<file path="src/rtl/ssd_pkg.sv">
// Shared types and segment tables for the seven-segment scan driver.
package ssd_pkg;

    typedef enum logic [1:0] {
        StIdle,
        StShift,
        StDone
    } state_t;

    localparam logic [6:0] SEG_BLANK = 7'b1111111;

    // Active-low {g,f,e,d,c,b,a} for decimal digits 0..9
    localparam logic [6:0] seg7 [10] = '{
        7'b1000000, 7'b1111001, 7'b0100100, 7'b0110000, 7'b0011001,
        7'b0010010, 7'b0000010, 7'b1111000, 7'b0000000, 7'b0010000
    };

    function automatic logic [6:0] bcd_to_seg(input logic [3:0] nibble);
        logic [6:0] seg;
        seg = SEG_BLANK;
        if (nibble <= 4'd9) begin
            seg = seg7[nibble];
        end
        return seg;
    endfunction

endpackage

</file>
<file path="src/rtl/ssd_scan_driver_if.sv">
// Load/result bus between the CPU debug mux and the display driver.
interface ssd_scan_driver_if #(
    parameter int unsigned IN_W   = 13,
    parameter int unsigned DIGITS = 4
);

    logic [IN_W-1:0]     value_in;
    logic                load;
    logic                busy;
    logic [4*DIGITS-1:0] bcd_out;

    modport master (
        output value_in,
        output load,
        input  busy,
        input  bcd_out
    );

    modport slave (
        input  value_in,
        input  load,
        output busy,
        output bcd_out
    );

endinterface

</file>
<file path="src/rtl/bcd_dabble_seq.sv">
// Sequential double-dabble binary-to-BCD converter with a one-deep pending load.
module bcd_dabble_seq
    import ssd_pkg::*;
#(
    parameter int unsigned IN_W   = 13,
    parameter int unsigned DIGITS = 4
) (
    input  logic                clk,
    input  logic                rst,
    input  logic [IN_W-1:0]     value_in,
    input  logic                load,
    output logic                busy,
    output logic [4*DIGITS-1:0] bcd_out
);

    localparam int unsigned BCD_W = 4 * DIGITS;
    localparam int unsigned CNT_W = $clog2(IN_W + 1);

    state_t           state_q, state_d;
    logic [IN_W-1:0]  bin_q, bin_d;
    logic [BCD_W-1:0] acc_q, acc_d;
    logic [CNT_W-1:0] cnt_q, cnt_d;
    logic             pend_q, pend_d;
    logic [IN_W-1:0]  pend_val_q, pend_val_d;
    logic [BCD_W-1:0] bcd_out_q, bcd_out_d;
    logic [BCD_W-1:0] adj;

    always_ff @(posedge clk or negedge rst) begin
        if (!rst) begin
            state_q    <= StIdle;
            bin_q      <= '0;
            acc_q      <= '0;
            cnt_q      <= '0;
            pend_q     <= 1'b0;
            pend_val_q <= '0;
            bcd_out_q  <= '0;
        end else begin
            state_q    <= state_d;
            bin_q      <= bin_d;
            acc_q      <= acc_d;
            cnt_q      <= cnt_d;
            pend_q     <= pend_d;
            pend_val_q <= pend_val_d;
            bcd_out_q  <= bcd_out_d;
        end
    end

    always_comb begin
        adj = acc_q;
        for (int i = 0; i < int'(DIGITS); i++) begin
            if (acc_q[4*i +: 4] >= 4'd5) begin
                adj[4*i +: 4] = acc_q[4*i +: 4] + 4'd3;
            end
        end
    end

    always_comb begin
        state_d    = state_q;
        bin_d      = bin_q;
        acc_d      = acc_q;
        cnt_d      = cnt_q;
        pend_d     = pend_q;
        pend_val_d = pend_val_q;
        bcd_out_d  = bcd_out_q;

        case (state_q)
            StIdle: begin
                if (load) begin
                    bin_d   = value_in;
                    acc_d   = '0;
                    cnt_d   = '0;
                    state_d = StShift;
                end
            end
            StShift: begin
                acc_d = {adj[BCD_W-2:0], bin_q[IN_W-1]};
                bin_d = bin_q << 1;
                cnt_d = cnt_q + 1'b1;
                if (cnt_q == CNT_W'(IN_W - 1)) begin
                    state_d = StDone;
                end
                if (load) begin
                    pend_d     = 1'b1;
                    pend_val_d = value_in;
                end
            end
            StDone: begin
                bcd_out_d = acc_q;
                acc_d     = '0;
                cnt_d     = '0;
                if (pend_q) begin
                    bin_d   = pend_val_q;
                    pend_d  = 1'b0;
                    state_d = StShift;
                    // A load landing on the reload cycle becomes the next pending value
                    if (load) begin
                        pend_d     = 1'b1;
                        pend_val_d = value_in;
                    end
                end else if (load) begin
                    bin_d   = value_in;
                    state_d = StShift;
                end else begin
                    state_d = StIdle;
                end
            end
            default: state_d = StIdle;
        endcase
    end

    assign busy    = (state_q != StIdle) | pend_q;
    assign bcd_out = bcd_out_q;

endmodule

</file>
<file path="src/rtl/ssd_scan_driver.sv">
// BCD conversion plus multiplexed common-anode display scan.
// Define SSD_LZB_EN to blank leading zero digits (digit 0 is never blanked).
module ssd_scan_driver
    import ssd_pkg::*;
#(
    parameter int unsigned IN_W         = 13,
    parameter int unsigned DIGITS       = 4,
    parameter int unsigned REFRESH_BITS = 18
) (
    input  logic              clk,
    input  logic              rst,
    ssd_scan_driver_if.slave  bus,
    output logic [DIGITS-1:0] anode,
    output logic [6:0]        cathode
);

    localparam int unsigned SEL_W = $clog2(DIGITS);

    logic [REFRESH_BITS-1:0] refresh_q;
    logic [DIGITS-1:0]       anode_q, anode_d;
    logic [6:0]              cathode_q, cathode_d;
    logic [4*DIGITS-1:0]     bcd;
    logic [SEL_W-1:0]        sel;
    logic [3:0]              digit;
    logic                    blank;

    bcd_dabble_seq #(
        .IN_W   (IN_W),
        .DIGITS (DIGITS)
    ) u_dabble (
        .clk      (clk),
        .rst      (rst),
        .value_in (bus.value_in),
        .load     (bus.load),
        .busy     (bus.busy),
        .bcd_out  (bcd)
    );

    assign bus.bcd_out = bcd;
    assign sel         = refresh_q[REFRESH_BITS-1 -: SEL_W];
    assign digit       = bcd[4*sel +: 4];

`ifdef SSD_LZB_EN
    logic [DIGITS-1:0] lead_zero;
    logic              above_zero;

    // lead_zero[i] set when digit i and every digit above it are zero
    always_comb begin
        lead_zero  = '0;
        above_zero = 1'b1;
        for (int i = int'(DIGITS) - 1; i >= 1; i--) begin
            above_zero   = above_zero & (bcd[4*i +: 4] == 4'd0);
            lead_zero[i] = above_zero;
        end
    end

    assign blank = lead_zero[sel];
`else
    assign blank = 1'b0;
`endif

    always_comb begin
        anode_d   = ~(DIGITS'(1) << sel);
        cathode_d = blank ? SEG_BLANK : bcd_to_seg(digit);
    end

    always_ff @(posedge clk or negedge rst) begin
        if (!rst) begin
            refresh_q <= '0;
            anode_q   <= '1;
            cathode_q <= SEG_BLANK;
        end else begin
            refresh_q <= refresh_q + 1'b1;
            anode_q   <= anode_d;
            cathode_q <= cathode_d;
        end
    end

    assign anode   = anode_q;
    assign cathode = cathode_q;

endmodule

</file>
<file path="src/flat_wrapper.sv">
// flat-port wrapper written by rule: the top's interface ports become plain ports
module ssd_scan_driver_flat import ssd_pkg::*;
#(
    parameter int unsigned IN_W         = 13,
    parameter int unsigned DIGITS       = 4,
    parameter int unsigned REFRESH_BITS = 18
)
  (clk, rst, anode, cathode, bus_value_in, bus_load, bus_busy, bus_bcd_out);
  ssd_scan_driver_if #(.IN_W(IN_W), .DIGITS(DIGITS)) bus_i ();
  input  logic clk;
  input  logic rst;
  output logic [DIGITS-1:0] anode;
  output logic [6:0] cathode;
  input wire logic [$bits(bus_i.value_in)-1:0] bus_value_in;
  input wire logic [$bits(bus_i.load)-1:0] bus_load;
  output wire logic [$bits(bus_i.busy)-1:0] bus_busy;
  output wire logic [$bits(bus_i.bcd_out)-1:0] bus_bcd_out;
  assign bus_i.value_in = bus_value_in;
  assign bus_i.load = bus_load;
  assign bus_busy = bus_i.busy;
  assign bus_bcd_out = bus_i.bcd_out;
  ssd_scan_driver #(.IN_W(IN_W), .DIGITS(DIGITS), .REFRESH_BITS(REFRESH_BITS)) u_core (.clk(clk), .rst(rst), .bus(bus_i), .anode(anode), .cathode(cathode));
endmodule
</file>
<file path="config.mk">
export PLATFORM = sky130hd
export DESIGN_NAME = ssd_scan_driver_flat
export DESIGN_NICKNAME = d
export VERILOG_FILES = /design/src/rtl/ssd_pkg.sv /design/src/rtl/ssd_scan_driver_if.sv /design/src/rtl/bcd_dabble_seq.sv /design/src/rtl/ssd_scan_driver.sv /design/src/flat_wrapper.sv
export SDC_FILE = /design/constraint.sdc
export NUM_CORES = 1
export LEC_CHECK = 0
export BUFFER_PORTS_ARGS = -buffer_cell sky130_fd_sc_hd__clkbuf_2
export CAP_MARGIN = 15
export CORE_AREA = 2 2 68 134
export DETAILED_ROUTE_END_ITERATION = 8
export DIE_AREA = 0 0 70 136
export PLACE_DENSITY = 0.73
export RECOVER_POWER = 25
export SLEW_MARGIN = 40
export SYNTH_ARGS = -nofsm -noshare
export SYNTH_HDL_FRONTEND = slang
export SYNTH_HIERARCHICAL = 1
export SYNTH_SLANG_ARGS = --single-unit
</file>
<file path="constraint.sdc">
create_clock -name clk -period 2.55 [get_ports clk]
set_clock_uncertainty 0.15 [all_clocks]
set_input_delay 0.51 -clock clk [delete_from_list [all_inputs] [get_ports clk]]
set_output_delay 0.51 -clock clk [all_outputs]
set_load 0.02 [all_outputs]
</file>
# [Word-level counts from Yosys, hierarchy flattened]
# Memory sizes are Yosys's and may differ from the RTL's.
# Index checks and enable logic that the tools add are counted.
[classes] addsub=6 order_cmp=6 eq_ne=7 shift=2 n_mux=26 bitwise=3 n_reduce_logical=8
[op_table] operator="two-way mux 13 bit" count=4
[op_table] operator="one-hot mux 16 bit (3 select lines)" count=1
[op_table] operator="one-hot mux 13 bit (3 select lines)" count=1
[op_table] operator="one-hot mux 13 bit (2 select lines)" count=1
[op_table] operator="two-way mux 7 bit" count=3
[op_table] operator="adder 18 x 1 -> 18 bit (second input constant)" count=1
[op_table] operator=">= comparator 4 x 3 -> 1 bit (second input constant)" count=4
[op_table] operator="two-way mux 16 bit" count=1
[op_table] operator="two-way mux 4 bit" count=4
[op_table] operator="indexed part select 16 x 5 -> 4 bit" count=1
[op_table] operator="adder 4 x 2 -> 4 bit (second input constant)" count=3
[op_table] operator="one-hot mux 4 bit (3 select lines)" count=1
[op_table] operator="!= test 2 bit (second input constant)" count=4
[op_table] operator="AND reduction 2 bit" count=4
[op_table] operator="one-hot mux 2 bit (3 select lines)" count=1
[op_table] operator=">= comparator 5 bit (second input constant)" count=1
[op_table] operator="two-way mux 1 bit" count=5
[op_table] operator="NOT 4 -> 5 bit" count=1
[op_table] operator="adder 4 x 1 -> 4 bit (second input constant)" count=1
[op_table] operator="equality test 4 bit (second input constant)" count=1
[op_table] operator="<= comparator 4 bit (second input constant)" count=1
[op_table] operator="two-way mux 2 bit" count=2
[op_table] operator="NOT 4 bit" count=1
[op_table] operator="nonzero test 2 bit" count=2
[op_table] operator="other kinds (9)" count=9
[totals] reg_bits=94 rom_bits=112 inputBits=16 output_inout_bits=28 wordCells=69 memories=1
[mem_list] memory="(name not given)" words=16 word_bits=7 read_ports=1 rd_ports_with_merged_regs=0 write_ports=0 line="ssd_pkg.sv:22" text="seg = seg7[nibble];"

# [Longest topological paths before layout]
[logic_depth] word_depth=6 mapped_depth=8 ltp_nobuf=6

# [By module]
# Netlist, hierarchy kept.
[by_module_without_submodules] module="bcd_dabble_seq" n_inst=1 cells_each=271 area_each_um2=3170.5
[by_module_without_submodules] module="ssd_scan_driver" n_inst=1 cells_each=111 area_each_um2=1341.3

# [Worst setup path after synthesis]
# OpenSTA, ideal clock, no wires.
[synth_path] path_kind="reg-to-reg" startpoint="register u_core.refresh_q[16]" endpoint="register u_core.cathode_q[3] (netlist: u_core/cathode[3])" t_arrival_ns=1.769 required_time_ns=2.303 setup_slack_ns=0.534 path_stages_with_launch=8 period_less_slack_ns=2.016 path_cell_list="dfrtp_1 buf_6 mux4_1 inv_1 ha_1 nor2_1 o21ai_0 o211ai_1"
[synth_via] elab_chain_cells=6 word_cells_on_any_way=7 classes_between="order compare (1); shift (1); mux (3); bitwise (1); memory (1)"
[synth_rtl] element="start: declaration" line="ssd_scan_driver.sv:19" text="logic [REFRESH_BITS-1:0] refresh_q;"
[synth_rtl] element="start signal: assignment" line="ssd_scan_driver.sv:73" text="refresh_q <= refresh_q + 1'b1;"
[synth_rtl] element="indexed part select 16 x 5 -> 4 bit (*)" line="ssd_scan_driver.sv:41" text="assign digit = bcd[4*sel +: 4];"
[synth_rtl] element="NOT 4 -> 5 bit (not written as such)" line="ssd_pkg.sv:22"
[synth_rtl] element="memory read (16 x 7 bit)"
[synth_rtl] element="two-way mux 7 bit (not written as such) (2 in a row)" line="ssd_pkg.sv:22"
[synth_rtl] element="two-way mux 7 bit (*)" line="ssd_pkg.sv:21" text="if (nibble <= 4'd9) begin"
[synth_rtl] element="via u_core.cathode_d[3]" line="ssd_scan_driver.sv:21" text="logic [6:0] cathode_q, cathode_d;"
[synth_rtl] element="end signal: assignment" line="ssd_scan_driver.sv:75" text="cathode_q <= cathode_d;"
[synth_rtl] element="end: declaration" line="ssd_scan_driver.sv:21"
# The timed path passes the listed nets; every way through them passes the cells marked *. The select of a mux whose other input is x is not followed.
# A chain may end at the register's enable or synchronous reset.

# [Worst setup path after layout]
[layout_path] startpoint="register u_core.refresh_q[16]" endpoint="register u_core.cathode_q[2] (netlist: u_core/cathode[2])"
# Same word-level chain as after synthesis.

==> impl_metrics.yaml <==
outcome:
  outcome: "complete, no violations"
min_path:
  hold_path_end: "u_core/u_dabble/bin_q[3]$_DFFE_PN0P_"
  min_path_cells: 2
  hp-class: "in -> reg"
  holdCritStartpoint: "bus_value_in[3]"
clocking:
  cts_buffer_depth: 2
  hold_buffers: 1
  h-tree-depth: 3
  cts.sinks: 94
  cts_tree: "done"
  cts_buffers: 9
  clk_latency_ns: 0.34
  clkSlewWorstSetupHoldPaths_ns: 0.06
  ctsResizeCount: 0
  post_cts_buffers: 0
  cts_root_buffer: "clkbuf_16"
synthesis:
  syn_inst: 382
  ys_seq_elements: 94
  ys_seq_area_share_pct: 52.4
  synth_top_area_share_pct: 46.0
  synth_top_area_cell: "dfrtp_1"
  synthArstFlopShare_pct: 100
  syn-num-nets: 418
  synth.area.top_cells: "dfrtp_1, mux2_2, dfstp_2, ha_1, xnor2_1"
  synthTopCellsByCount: "dfrtp_1, mux2_2, nor2_1"
  yosysWarnings: 6
  synth_cell_types: 59
  synth_edf_count: 0
  ys.flop_type: "dfrtp_1"
  syn_area_per_cell_um2: 11.8
  yosysMostFrequentCell: "dfrtp_1"
  synth_area_um2: 4510
job:
  cap_violations: 0
detailed_routing:
  vias_per_cell: 5.85
  firstDrtPassIters: 4
  drt_iter0_drc: 169
  wl_per_cell_um: 17.0
  ant_nets: 0
  totalWireLength_um: 9060
  drcViolationCount: 0
  vias: 3123
die:
  coreArea_um2: 8530
  initial_core_util_pct: 52.9
  die_w_um: 70
  rows: 48
  die_area_um2: 9520
  die_y_um: 136
  num_io_pins: 44
setup_path:
  timing.rr.end: "u_core/cathode[2]$_DFF_PN1_"
  crit_path_start_kind: "flip-flop"
  slowest_delay_ns: 0.66
  crit_arrival_ns: 2.29
  end_kind: "flip-flop"
  critPathKind: "reg -> reg"
  r2r_slack_ns: 0.35
  slowest_stage: "mux4_1"
  required_ns: 2.64
  reg2reg_depth: 6
  crit_chain: "mux4_1 > inv_1 > ha_1 > nor2_1 > o21ai_0 > o21ai_0"
  crit_path_max_fanout: 4
  r2r-start: "u_core/refresh_q[16]$_DFF_PN0_"
  critPathMostFrequentCell: "o21ai_0"
global_routing:
  grt_max_degree: 61
  grt_antenna_before_repair: 0
  grt_overflow: 0
  first_global_vias: 3272
  grt_pass1_wl_um: 15300
  track_usage_pct: 20.4
placement:
  place_area_um2: 4820
  dp_cells: 517
  hpwl_um: 6580
  post-place-ws_ns: 0.407
  portBuffers: 43
  place.gp.congestion: 0.862
timing:
  relSlewSlack_pct: 46.3
  drv_slew: 0
  tightest_slew_ns: 0.801
  rsz0062_at_grt: "false"
  fin_ws_ns: 0.350
  max_freq_mhz: 455
  min_period_over_period_pct: 86.3
  fin_crit_ns: 2.20
  hold_viol_final: 0
  hold_ws_ns: 0.265
  finalSetupTns_ns: 0
  setup_viol: 0
cells_and_area:
  drive_above_1_share_pct: 28.3
  diodes: 0
  nets: 465
  finalNonFillerCells: 534
  fillers: 730
  area_growth_pct: 12.6
  fin_area_um2: 5080
  postLayoutCoreUtil_pct: 59.6
power_and_ir_drop:
  power_density_nw_per_um2: 780
  ir_drop_uv: 597
  finalPower_mw: 3.96
  power_leakage_nw: 2.33
[cells in the final DEF (no fill, tap or decap), types with 5 or more instances in the layout]
| master | n |
|---|---|
| a22oi_1 | 12 |
| a21oi_1 | 9 |
| mux2_2 | 30 |
| a221o_1 | 11 |
| nand3_1 | 16 |
| clkbuf_2 | 42 |
| a22o_1 | 5 |
| nand2_1 | 17 |
| xnor2_1 | 14 |
| nor2_1 | 22 |
| buf_4 | 6 |
| ha_1 | 20 |
| o22ai_1 | 5 |
| xor2_1 | 8 |
| o21ai_0 | 19 |
| nand2b_1 | 10 |
| dfstp_2 | 11 |
| dfrtp_1 | 83 |
| inv_1 | 16 |
| clkbuf_16 | 9 |
[worst max-delay path: cells and delay by family (launching register included)]
family / cells / cell delay, ns
multiplexers: 1 / 0.66
AO/OA/AOI/OAI: 2 / 0.45
flip-flops: 1 / 0.45
adder cells (fa/ha/maj): 1 / 0.19
buffers and inverters: 1 / 0.15
AND/OR/NAND/NOR: 1 / 0.06
[metal layers]
layer	track usage (%)	vias to the layer above	part of all wire (%)
met3	4.08	17	3.0
met1	21.2	1575	37
met2	38.4	65	57
met4	9.62	0	2.9
li1	-	1466	-
met5	0	-	0
[how the worst max path moves through the flow]
| stage | start | end | slack (ns) | depth (start not counted) |
|---|---|---|---|---|
| floorplan | u_core/refresh_q[16]$_DFF_PN0_ | u_core/cathode[3]$_DFF_PN1_ | 0.53 | 7 |
| global placement | u_core/u_dabble/state_q[0]$_DFFE_PN0P_ | u_core/u_dabble/bin_q[2]$_DFFE_PN0P_ | 0.51 | 5 |
| detailed placement | u_core/u_dabble/state_q[0]$_DFFE_PN0P_ | u_core/u_dabble/bin_q[10]$_DFFE_PN0P_ | 0.41 | 5 |
| CTS | u_core/refresh_q[16]$_DFF_PN0_ | u_core/cathode[2]$_DFF_PN1_ | 0.40 | 6 |
| global route | rst | u_core/u_dabble/acc_q[15]$_DFFE_PN0P_ | 0.15 | 3 |
| finish | u_core/refresh_q[16]$_DFF_PN0_ | u_core/cathode[2]$_DFF_PN1_ | 0.35 | 6 |
[final cells by class]
type	count	area (um2)	share of cell area, %
well taps	100	125	2.46
repair buffers	52	280	5.51
clock inverters	5	33.8	0.665
clock buffers	11	243	4.78
flip-flops and latches	94	2370	46.6
inverters	19	72.6	1.43
multi-input cells	253	1960	38.6
[power breakdown]
group	total, mW	internal (mW)	switching, mW
logic	0.840	0.370	0.470
clock network	1.23	0.687	0.545
registers	1.89	1.73	0.164
total	3.96	2.78	1.18
[flip-flops by register name (all words and copies together), names as in the netlist]
name	flops
u_core/u_dabble/acc_q	16
u_core/u_dabble/cnt_q	4
u_core/u_dabble/pend_q	1
u_core/refresh_q	18
u_core/u_dabble/pend_val_q	13
u_core/u_dabble/bin_q	13
u_core/cathode	7
u_core/u_dabble/bcd_out	16
u_core/anode	4
u_core/u_dabble/state_q	2
[kinds of logic after synthesis]
| logic type | count (synthesis) | synth area share, % |
|---|---|---|
| buffers and inverters | 35 | 4.08 |
| xor gates and xnor gates | 22 | 4.27 |
| and+or+nand+nor | 93 | 10.9 |
| AOI/OAI and AO/OA | 82 | 13.0 |
| adders and majority gates | 20 | 5.55 |
| DFF | 94 | 52.4 |
| muxes | 36 | 9.73 |
Power figures use the tool's default switching activity.
